`src/rtl/dm_read_arbiter_pkg.sv`:
```
// Shared definitions for the data-memory arbiters: bus widths, FSM state codes,
// access-size codes and the requester identity used by the round-robin logic.
package dm_read_arbiter_pkg;

    localparam int DOUBLEWORD_WIDTH = 64;
    localparam int DATA_MEMORY_SIZE = 1024;
    localparam int ADDR_WIDTH_DM    = $clog2(DATA_MEMORY_SIZE);
    localparam int DATA_TYPE_WIDTH  = 2;

    typedef enum logic [1:0] {
        ST_IDLE = 2'd0,
        ST_REQ  = 2'd1,
        ST_BUSY = 2'd2
    } arb_state_t;

    // Access-size codes, passed through untouched to the memory handler.
    typedef enum logic [DATA_TYPE_WIDTH-1:0] {
        DT_BYTE   = 2'd0,
        DT_HALF   = 2'd1,
        DT_WORD   = 2'd2,
        DT_DOUBLE = 2'd3
    } data_type_t;

    typedef enum logic {
        GNT_P1 = 1'b0,
        GNT_P2 = 1'b1
    } grant_t;

    function automatic grant_t other_grant(input grant_t g);
        return (g == GNT_P1) ? GNT_P2 : GNT_P1;
    endfunction

endpackage

```
`src/rtl/dm_read_arbiter_if.sv`:
```
// Read-side bus bundle between the two processor load units, the arbiter and
// the data-memory read handler. The arbiter uses the master view.
interface dm_read_arbiter_if;
    import dm_read_arbiter_pkg::*;

    logic [DOUBLEWORD_WIDTH-1:0] data_bus_rd_dm;
    logic [ADDR_WIDTH_DM-1:0]    addr_rd_dm;
    logic [DATA_TYPE_WIDTH-1:0]  data_type_rd_dm;
    logic                        rd_idle_dm;
    logic                        rd_ins_dm;

    logic [ADDR_WIDTH_DM-1:0]    addr_rd_p1;
    logic [DATA_TYPE_WIDTH-1:0]  data_type_rd_p1;
    logic                        rd_ins_p1;
    logic                        rd_access_p1;
    logic                        rd_idle_p1;
    logic                        rd_valid_p1;
    logic [DOUBLEWORD_WIDTH-1:0] data_bus_rd_p1;

    logic [ADDR_WIDTH_DM-1:0]    addr_rd_p2;
    logic [DATA_TYPE_WIDTH-1:0]  data_type_rd_p2;
    logic                        rd_ins_p2;
    logic                        rd_access_p2;
    logic                        rd_idle_p2;
    logic                        rd_valid_p2;
    logic [DOUBLEWORD_WIDTH-1:0] data_bus_rd_p2;

    modport master (
        input  data_bus_rd_dm, rd_idle_dm,
        output addr_rd_dm, data_type_rd_dm, rd_ins_dm,
        input  addr_rd_p1, data_type_rd_p1, rd_ins_p1,
        output rd_access_p1, rd_idle_p1, rd_valid_p1, data_bus_rd_p1,
        input  addr_rd_p2, data_type_rd_p2, rd_ins_p2,
        output rd_access_p2, rd_idle_p2, rd_valid_p2, data_bus_rd_p2
    );

    modport slave (
        output data_bus_rd_dm, rd_idle_dm,
        input  addr_rd_dm, data_type_rd_dm, rd_ins_dm,
        output addr_rd_p1, data_type_rd_p1, rd_ins_p1,
        input  rd_access_p1, rd_idle_p1, rd_valid_p1, data_bus_rd_p1,
        output addr_rd_p2, data_type_rd_p2, rd_ins_p2,
        input  rd_access_p2, rd_idle_p2, rd_valid_p2, data_bus_rd_p2
    );

endinterface

```
`src/rtl/dm_read_arbiter_rr_arbiter2.sv`:
```
// Two-input round-robin grant: on a tie the requester that did not win last
// time is chosen. Purely combinational so the write arbiter can reuse it.
module rr_arbiter2
    import dm_read_arbiter_pkg::*;
(
    input  logic   req_p1,
    input  logic   req_p2,
    input  grant_t last_grant,
    output logic   gnt_valid,
    output grant_t gnt
);

    always_comb begin
        gnt_valid = req_p1 | req_p2;
        gnt       = GNT_P1;
        if (req_p1 && req_p2) begin
            gnt = other_grant(last_grant);
        end else if (req_p2) begin
            gnt = GNT_P2;
        end
    end

endmodule

```
`src/rtl/dm_read_arbiter.sv`:
```
// Multiplexes two processors' read requests onto the single data-memory read
// handler and routes each returned doubleword back to the requester.
//
// state | meaning
// IDLE  | no read owned; arbitrate pending requests
// REQ   | rd_ins_dm asserted, waiting for the handler to drop rd_idle_dm
// BUSY  | handler working; complete when rd_idle_dm returns high
module dm_read_arbiter
    import dm_read_arbiter_pkg::*;
(
    input logic           clk,
    input logic           rst_n,
    dm_read_arbiter_if.master bus
);

    arb_state_t state_q, state_d;
    grant_t     last_grant_q;
    grant_t     gnt;
    logic       gnt_valid;
    logic       grant_en;
    logic       complete_en;
    logic       abort_en;
    logic       rd_ins_dm_c;

    logic                        access_p1_q, access_p2_q;
    logic                        valid_p1_q, valid_p2_q;
    logic [ADDR_WIDTH_DM-1:0]    addr_q;
    logic [DATA_TYPE_WIDTH-1:0]  type_q;
    logic [DOUBLEWORD_WIDTH-1:0] data_p1_q, data_p2_q;

    rr_arbiter2 u_rr (
        .req_p1     (bus.rd_ins_p1),
        .req_p2     (bus.rd_ins_p2),
        .last_grant (last_grant_q),
        .gnt_valid  (gnt_valid),
        .gnt        (gnt)
    );

    always_ff @(posedge clk or negedge rst_n) begin
        if (!rst_n) begin
            state_q <= ST_IDLE;
        end else begin
            state_q <= state_d;
        end
    end

    always_comb begin
        state_d     = state_q;
        grant_en    = 1'b0;
        complete_en = 1'b0;
        abort_en    = 1'b0;
        rd_ins_dm_c = 1'b0;
        case (state_q)
            ST_IDLE: begin
                if (gnt_valid) begin
                    grant_en = 1'b1;
                    state_d  = ST_REQ;
                end
            end
            ST_REQ: begin
                rd_ins_dm_c = 1'b1;
                if (!bus.rd_idle_dm) begin
                    state_d = ST_BUSY;
                end
            end
            ST_BUSY: begin
                if (bus.rd_idle_dm) begin
                    complete_en = 1'b1;
                    state_d     = ST_IDLE;
                end
            end
            default: begin
                abort_en = 1'b1;
                state_d  = ST_IDLE;
            end
        endcase
    end

    // The owner of an in-flight read is always last_grant_q, set at grant.
    always_ff @(posedge clk or negedge rst_n) begin
        if (!rst_n) begin
            last_grant_q <= GNT_P2;
            access_p1_q  <= 1'b0;
            access_p2_q  <= 1'b0;
            valid_p1_q   <= 1'b0;
            valid_p2_q   <= 1'b0;
            addr_q       <= '0;
            type_q       <= '0;
            data_p1_q    <= '0;
            data_p2_q    <= '0;
        end else begin
            valid_p1_q <= 1'b0;
            valid_p2_q <= 1'b0;
            if (grant_en) begin
                last_grant_q <= gnt;
                access_p1_q  <= (gnt == GNT_P1);
                access_p2_q  <= (gnt == GNT_P2);
                addr_q       <= (gnt == GNT_P1) ? bus.addr_rd_p1 : bus.addr_rd_p2;
                type_q       <= (gnt == GNT_P1) ? bus.data_type_rd_p1 : bus.data_type_rd_p2;
            end
            if (complete_en) begin
                access_p1_q <= 1'b0;
                access_p2_q <= 1'b0;
                if (last_grant_q == GNT_P1) begin
                    data_p1_q  <= bus.data_bus_rd_dm;
                    valid_p1_q <= 1'b1;
                end else begin
                    data_p2_q  <= bus.data_bus_rd_dm;
                    valid_p2_q <= 1'b1;
                end
            end
            if (abort_en) begin
                access_p1_q <= 1'b0;
                access_p2_q <= 1'b0;
            end
        end
    end

    assign bus.rd_ins_dm       = rd_ins_dm_c;
    assign bus.addr_rd_dm      = addr_q;
    assign bus.data_type_rd_dm = type_q;

    assign bus.rd_access_p1   = access_p1_q;
    assign bus.rd_idle_p1     = ~access_p1_q;
    assign bus.rd_valid_p1    = valid_p1_q;
    assign bus.data_bus_rd_p1 = data_p1_q;

    assign bus.rd_access_p2   = access_p2_q;
    assign bus.rd_idle_p2     = ~access_p2_q;
    assign bus.rd_valid_p2    = valid_p2_q;
    assign bus.data_bus_rd_p2 = data_p2_q;

endmodule

```
`src/flat_wrapper.sv`:
```
// flat-port wrapper written by rule: the top's interface ports become plain ports
module dm_read_arbiter_flat import dm_read_arbiter_pkg::*;
  (clk, rst_n, bus_data_bus_rd_dm, bus_rd_idle_dm, bus_addr_rd_dm, bus_data_type_rd_dm, bus_rd_ins_dm, bus_addr_rd_p1, bus_data_type_rd_p1, bus_rd_ins_p1, bus_rd_access_p1, bus_rd_idle_p1, bus_rd_valid_p1, bus_data_bus_rd_p1, bus_addr_rd_p2, bus_data_type_rd_p2, bus_rd_ins_p2, bus_rd_access_p2, bus_rd_idle_p2, bus_rd_valid_p2, bus_data_bus_rd_p2);
  dm_read_arbiter_if bus_i ();
  input logic clk;
  input logic rst_n;
  input wire logic [$bits(bus_i.data_bus_rd_dm)-1:0] bus_data_bus_rd_dm;
  input wire logic [$bits(bus_i.rd_idle_dm)-1:0] bus_rd_idle_dm;
  output wire logic [$bits(bus_i.addr_rd_dm)-1:0] bus_addr_rd_dm;
  output wire logic [$bits(bus_i.data_type_rd_dm)-1:0] bus_data_type_rd_dm;
  output wire logic [$bits(bus_i.rd_ins_dm)-1:0] bus_rd_ins_dm;
  input wire logic [$bits(bus_i.addr_rd_p1)-1:0] bus_addr_rd_p1;
  input wire logic [$bits(bus_i.data_type_rd_p1)-1:0] bus_data_type_rd_p1;
  input wire logic [$bits(bus_i.rd_ins_p1)-1:0] bus_rd_ins_p1;
  output wire logic [$bits(bus_i.rd_access_p1)-1:0] bus_rd_access_p1;
  output wire logic [$bits(bus_i.rd_idle_p1)-1:0] bus_rd_idle_p1;
  output wire logic [$bits(bus_i.rd_valid_p1)-1:0] bus_rd_valid_p1;
  output wire logic [$bits(bus_i.data_bus_rd_p1)-1:0] bus_data_bus_rd_p1;
  input wire logic [$bits(bus_i.addr_rd_p2)-1:0] bus_addr_rd_p2;
  input wire logic [$bits(bus_i.data_type_rd_p2)-1:0] bus_data_type_rd_p2;
  input wire logic [$bits(bus_i.rd_ins_p2)-1:0] bus_rd_ins_p2;
  output wire logic [$bits(bus_i.rd_access_p2)-1:0] bus_rd_access_p2;
  output wire logic [$bits(bus_i.rd_idle_p2)-1:0] bus_rd_idle_p2;
  output wire logic [$bits(bus_i.rd_valid_p2)-1:0] bus_rd_valid_p2;
  output wire logic [$bits(bus_i.data_bus_rd_p2)-1:0] bus_data_bus_rd_p2;
  assign bus_i.data_bus_rd_dm = bus_data_bus_rd_dm;
  assign bus_i.rd_idle_dm = bus_rd_idle_dm;
  assign bus_addr_rd_dm = bus_i.addr_rd_dm;
  assign bus_data_type_rd_dm = bus_i.data_type_rd_dm;
  assign bus_rd_ins_dm = bus_i.rd_ins_dm;
  assign bus_i.addr_rd_p1 = bus_addr_rd_p1;
  assign bus_i.data_type_rd_p1 = bus_data_type_rd_p1;
  assign bus_i.rd_ins_p1 = bus_rd_ins_p1;
  assign bus_rd_access_p1 = bus_i.rd_access_p1;
  assign bus_rd_idle_p1 = bus_i.rd_idle_p1;
  assign bus_rd_valid_p1 = bus_i.rd_valid_p1;
  assign bus_data_bus_rd_p1 = bus_i.data_bus_rd_p1;
  assign bus_i.addr_rd_p2 = bus_addr_rd_p2;
  assign bus_i.data_type_rd_p2 = bus_data_type_rd_p2;
  assign bus_i.rd_ins_p2 = bus_rd_ins_p2;
  assign bus_rd_access_p2 = bus_i.rd_access_p2;
  assign bus_rd_idle_p2 = bus_i.rd_idle_p2;
  assign bus_rd_valid_p2 = bus_i.rd_valid_p2;
  assign bus_data_bus_rd_p2 = bus_i.data_bus_rd_p2;
  dm_read_arbiter u_core (.clk(clk), .rst_n(rst_n), .bus(bus_i));
endmodule
```
`config.mk`:
```
export PLATFORM = sky130hd
export DESIGN_NAME = dm_read_arbiter_flat
export DESIGN_NICKNAME = d
export VERILOG_FILES = /design/src/rtl/dm_read_arbiter_pkg.sv /design/src/rtl/dm_read_arbiter_if.sv /design/src/rtl/dm_read_arbiter_rr_arbiter2.sv /design/src/rtl/dm_read_arbiter.sv /design/src/flat_wrapper.sv
export SDC_FILE = /design/constraint.sdc
export NUM_CORES = 1
export LEC_CHECK = 0
export CAP_MARGIN = 5
export CORE_AREA = 10 10 95 181
export DETAILED_ROUTE_END_ITERATION = 8
export DIE_AREA = 0 0 105 191
export PLACE_DENSITY = 0.85
export SLEW_MARGIN = 15
export SYNTH_ARGS = -nofsm -noshare
export SYNTH_HDL_FRONTEND = slang
export SYNTH_SLANG_ARGS = --single-unit
export TNS_END_PERCENT = 10
```
`constraint.sdc`:
```
create_clock -name clk -period 1.6 [get_ports clk]
set_input_delay 0.24 -clock clk [delete_from_list [all_inputs] [get_ports clk]]
set_output_delay 0.24 -clock clk [all_outputs]
set_load 0.1 [all_outputs]
```
==> flow_metrics.tcl <==
set metrics [dict create \
    die-area_um2 20060 \
    outcome "finished with violations" \
    start_util_pct 43.21 \
    yosys-top-cells-area "dfrtp_1, mux2_4, mux2_2, buf_12, buf_8" \
    post_drt_wl_per_cell_um 24.32 \
    stdcell_area_um2 11090 \
    syn_area_um2 6167 \
    critPathMaxFanout 33 \
    synth_seq_cells 147 \
    start_kind "register" \
    via_per_inst 4.848 \
    clock_sinks 147 \
    rsz0062_at_grt "true" \
    yosys_warnings 0 \
    core_area_um2 14270 \
    finalClockSkew_ps 12.68 \
    synth_cell_types 27 \
    drc_errors 0 \
    tightest_slew_ps 369.6 \
    syn_area_per_cell_um2 18.30 \
    clk_pin_slew_worst_paths_ps 70 \
    fill_cells 799 \
    worst_slack_ps -34.13 \
    final_layout_size_suffix_gt1_share_pct 59.25 \
    dieHeight_um 191 \
    num_vias 3922 \
    max_cap_viol_count 0 \
    setup_viol_count_final 51 \
    placed_area_um2 10370 \
    place_inst 773 \
    clock_tree.root_cell "clkbuf_16" \
    end_kind "register" \
    syn_inst 337 \
    fp.dieW_um 105 \
    finalNonFillerCells 809 \
    nets 696 \
    period_share_pct 102.1 \
    ant_nets 0 \
    grt_pass1_vias 4726 \
    cts_max_level 4 \
    synth_top_area_share_pct 59.24 \
    routabilityCongestion 0.7997 \
    hold_class "in2async" \
    worstSetupPathType "reg2reg" \
    clkLatencyLatePin_ps 410 \
    yosysSeqAreaShare_pct 59.67 \
    place_hpwl_um 15350 \
    port_buffers 239 \
    cts_tree "yes" \
    cts_buffers 17 \
    core.rowCount 62 \
    grt_pass1_wl_um 30110 \
    synth_nets 430 \
    final_max_slew_viol_count 0 \
    drt-initial-drc-count 80 \
    final-hold-violation-count 0 \
    drt_wl_total_um 19680 \
    violations "negative setup slack" \
    fin_crit_ps 1634 \
    grt-ovfl-total 0 \
    cp.arrival_ps 1930 \
    dr.pass1.iters 4 \
    antenna_found_initial 1 \
    synth_area_leader_cell "dfrtp_1" \
    grt_use_total_pct 19.56 \
    max_freq_mhz 611.9 \
    num_io_pins 240 \
    syn2layout_area_growth_pct 79.81 \
    cts_buffer_depth 2 \
    worst_ep_required_time_ps 1890 \
    slew_headroom_pct 75.36 \
    grt_max_degree 49 \
]
[cells in the mapped netlist, drive strengths merged]
cell / count
a31oi: 1
buf: 16
and3b: 1
a21bo: 1
nand2: 2
nand3: 1
mux2: 152
o21ba: 1
o2bb2ai: 1
nor2: 1
a22oi: 1
a21oi: 1
dfrtp: 146
nor2b: 2
dfstp: 1
inv: 3
o21bai: 1
o21ai: 1
nand2b: 2
nor3: 1
a2bb2oi: 1
[layer usage]
layer	GRT usage (%)	part of all wire, %	wire (um)	up-vias
met5	0	0	0	-
met4	8.970	3.7	732	0
met3	6.712	6.2	1228	32
met2	37.00	59	11550	161
met1	18.22	31	6165	2002
li1	-	-	-	1727
[cells in the final DEF, fill, tap and decap left out, drive strengths merged, types with 2 or more instances in the layout]
cell / netlist / routed
nor2b: 2 / 2
nand2: 2 / 2
buf: 16 / 171
clkdlybuf4s50: 0 / 91
clkinvlp: 0 / 4
nand2b: 2 / 2
bufinv: 0 / 5
dfrtp: 146 / 146
inv: 3 / 6
clkbuf: 0 / 19
mux2: 152 / 152
[cell families after synthesis]
kind of cell    after synthesis  synth area share, %
buf+inv                      19                3.855
simple gates                 10               0.9940
compound gates                9                1.278
mux                         152                34.21
flops                       147                59.67
[repair_timing]
action                     CTS  global route
pin swaps                    0             1
buffers inserted             0             2
hold buffers                 1             0
resized for setup            4             1
setup endpoints to repair   59            76
hold endpoints to repair    31             0
[worst max-delay path, cell delays in order (launching register included)]
cell and delay, ps:
dfrtp_1 410, nor2b_4 190, and3b_4 280, buf_16 270, mux2_4 340
[layout make-up]
cell class                 count  area, um2  share of cell area [%]
antenna                        1      2.502                 0.02257
timing repair buffer         263       4205                   37.92
sequential                   147       3687                   33.25
clock inverter                13      220.2                   1.986
multi-input combinational    171       2282                   20.58
clock buffer                  19      432.9                   3.904
inverter                       3      18.77                  0.1692
tap                          192      240.2                   2.166
[sequential cells by signal, summed over array words and instances (netlist names)]
signal                      count
u_core.bus.data_bus_rd_p1      64
u_core.bus.data_type_rd_dm      2
u_core.bus.rd_valid_p2          1
u_core.bus.addr_rd_dm          10
u_core.bus.data_bus_rd_p2      64
u_core.bus.rd_valid_p1          1
u_core.bus.rd_access_p1         1
u_core.state_q                  2
u_core.bus.rd_access_p2         1
u_core.last_grant_q             1
[stage by stage]
stage	TNS (ps)	utilization (%)	setup slack, ps	hold WS, ps
3_5_place_dp	-18810	72.66	-247.3	161.4
3_3_place_gp	-14980	72.66	-200.2	157.3
5_1_grt	-3884	77.69	-82.76	325.3
4_1_cts	-235.9	77.45	-45.86	287.2
2_1_floorplan	-34.80	-	-34.35	-55.59
6_report	-734.1	77.69	-34.13	330.9
[final timing paths]
path / cells after the start / slack, ps / from / end
setup / recovery: 4 / -30 / u_core.state_q[0] / u_core.bus.data_bus_rd_p1[52]
hold / removal: 2 / 330 / rst_n / u_core.bus.data_bus_rd_p1[5]
setup reg to reg: 4 / -30 / u_core.state_q[0] / u_core.bus.data_bus_rd_p1[52]
hold reg to reg: 1 / 580 / u_core.bus.data_bus_rd_p2[25] / u_core.bus.data_bus_rd_p2[25]
max in group asynchronous: 3 / 660 / rst_n / u_core.bus.data_bus_rd_p1[19]
min in group clk: 2 / 470 / bus_data_bus_rd_dm[11] / u_core.bus.data_bus_rd_p2[11]
Power is left out: the tool's default activity adds up to more than one toggle a clock period on the data nets, which glitch-free logic cannot reach.
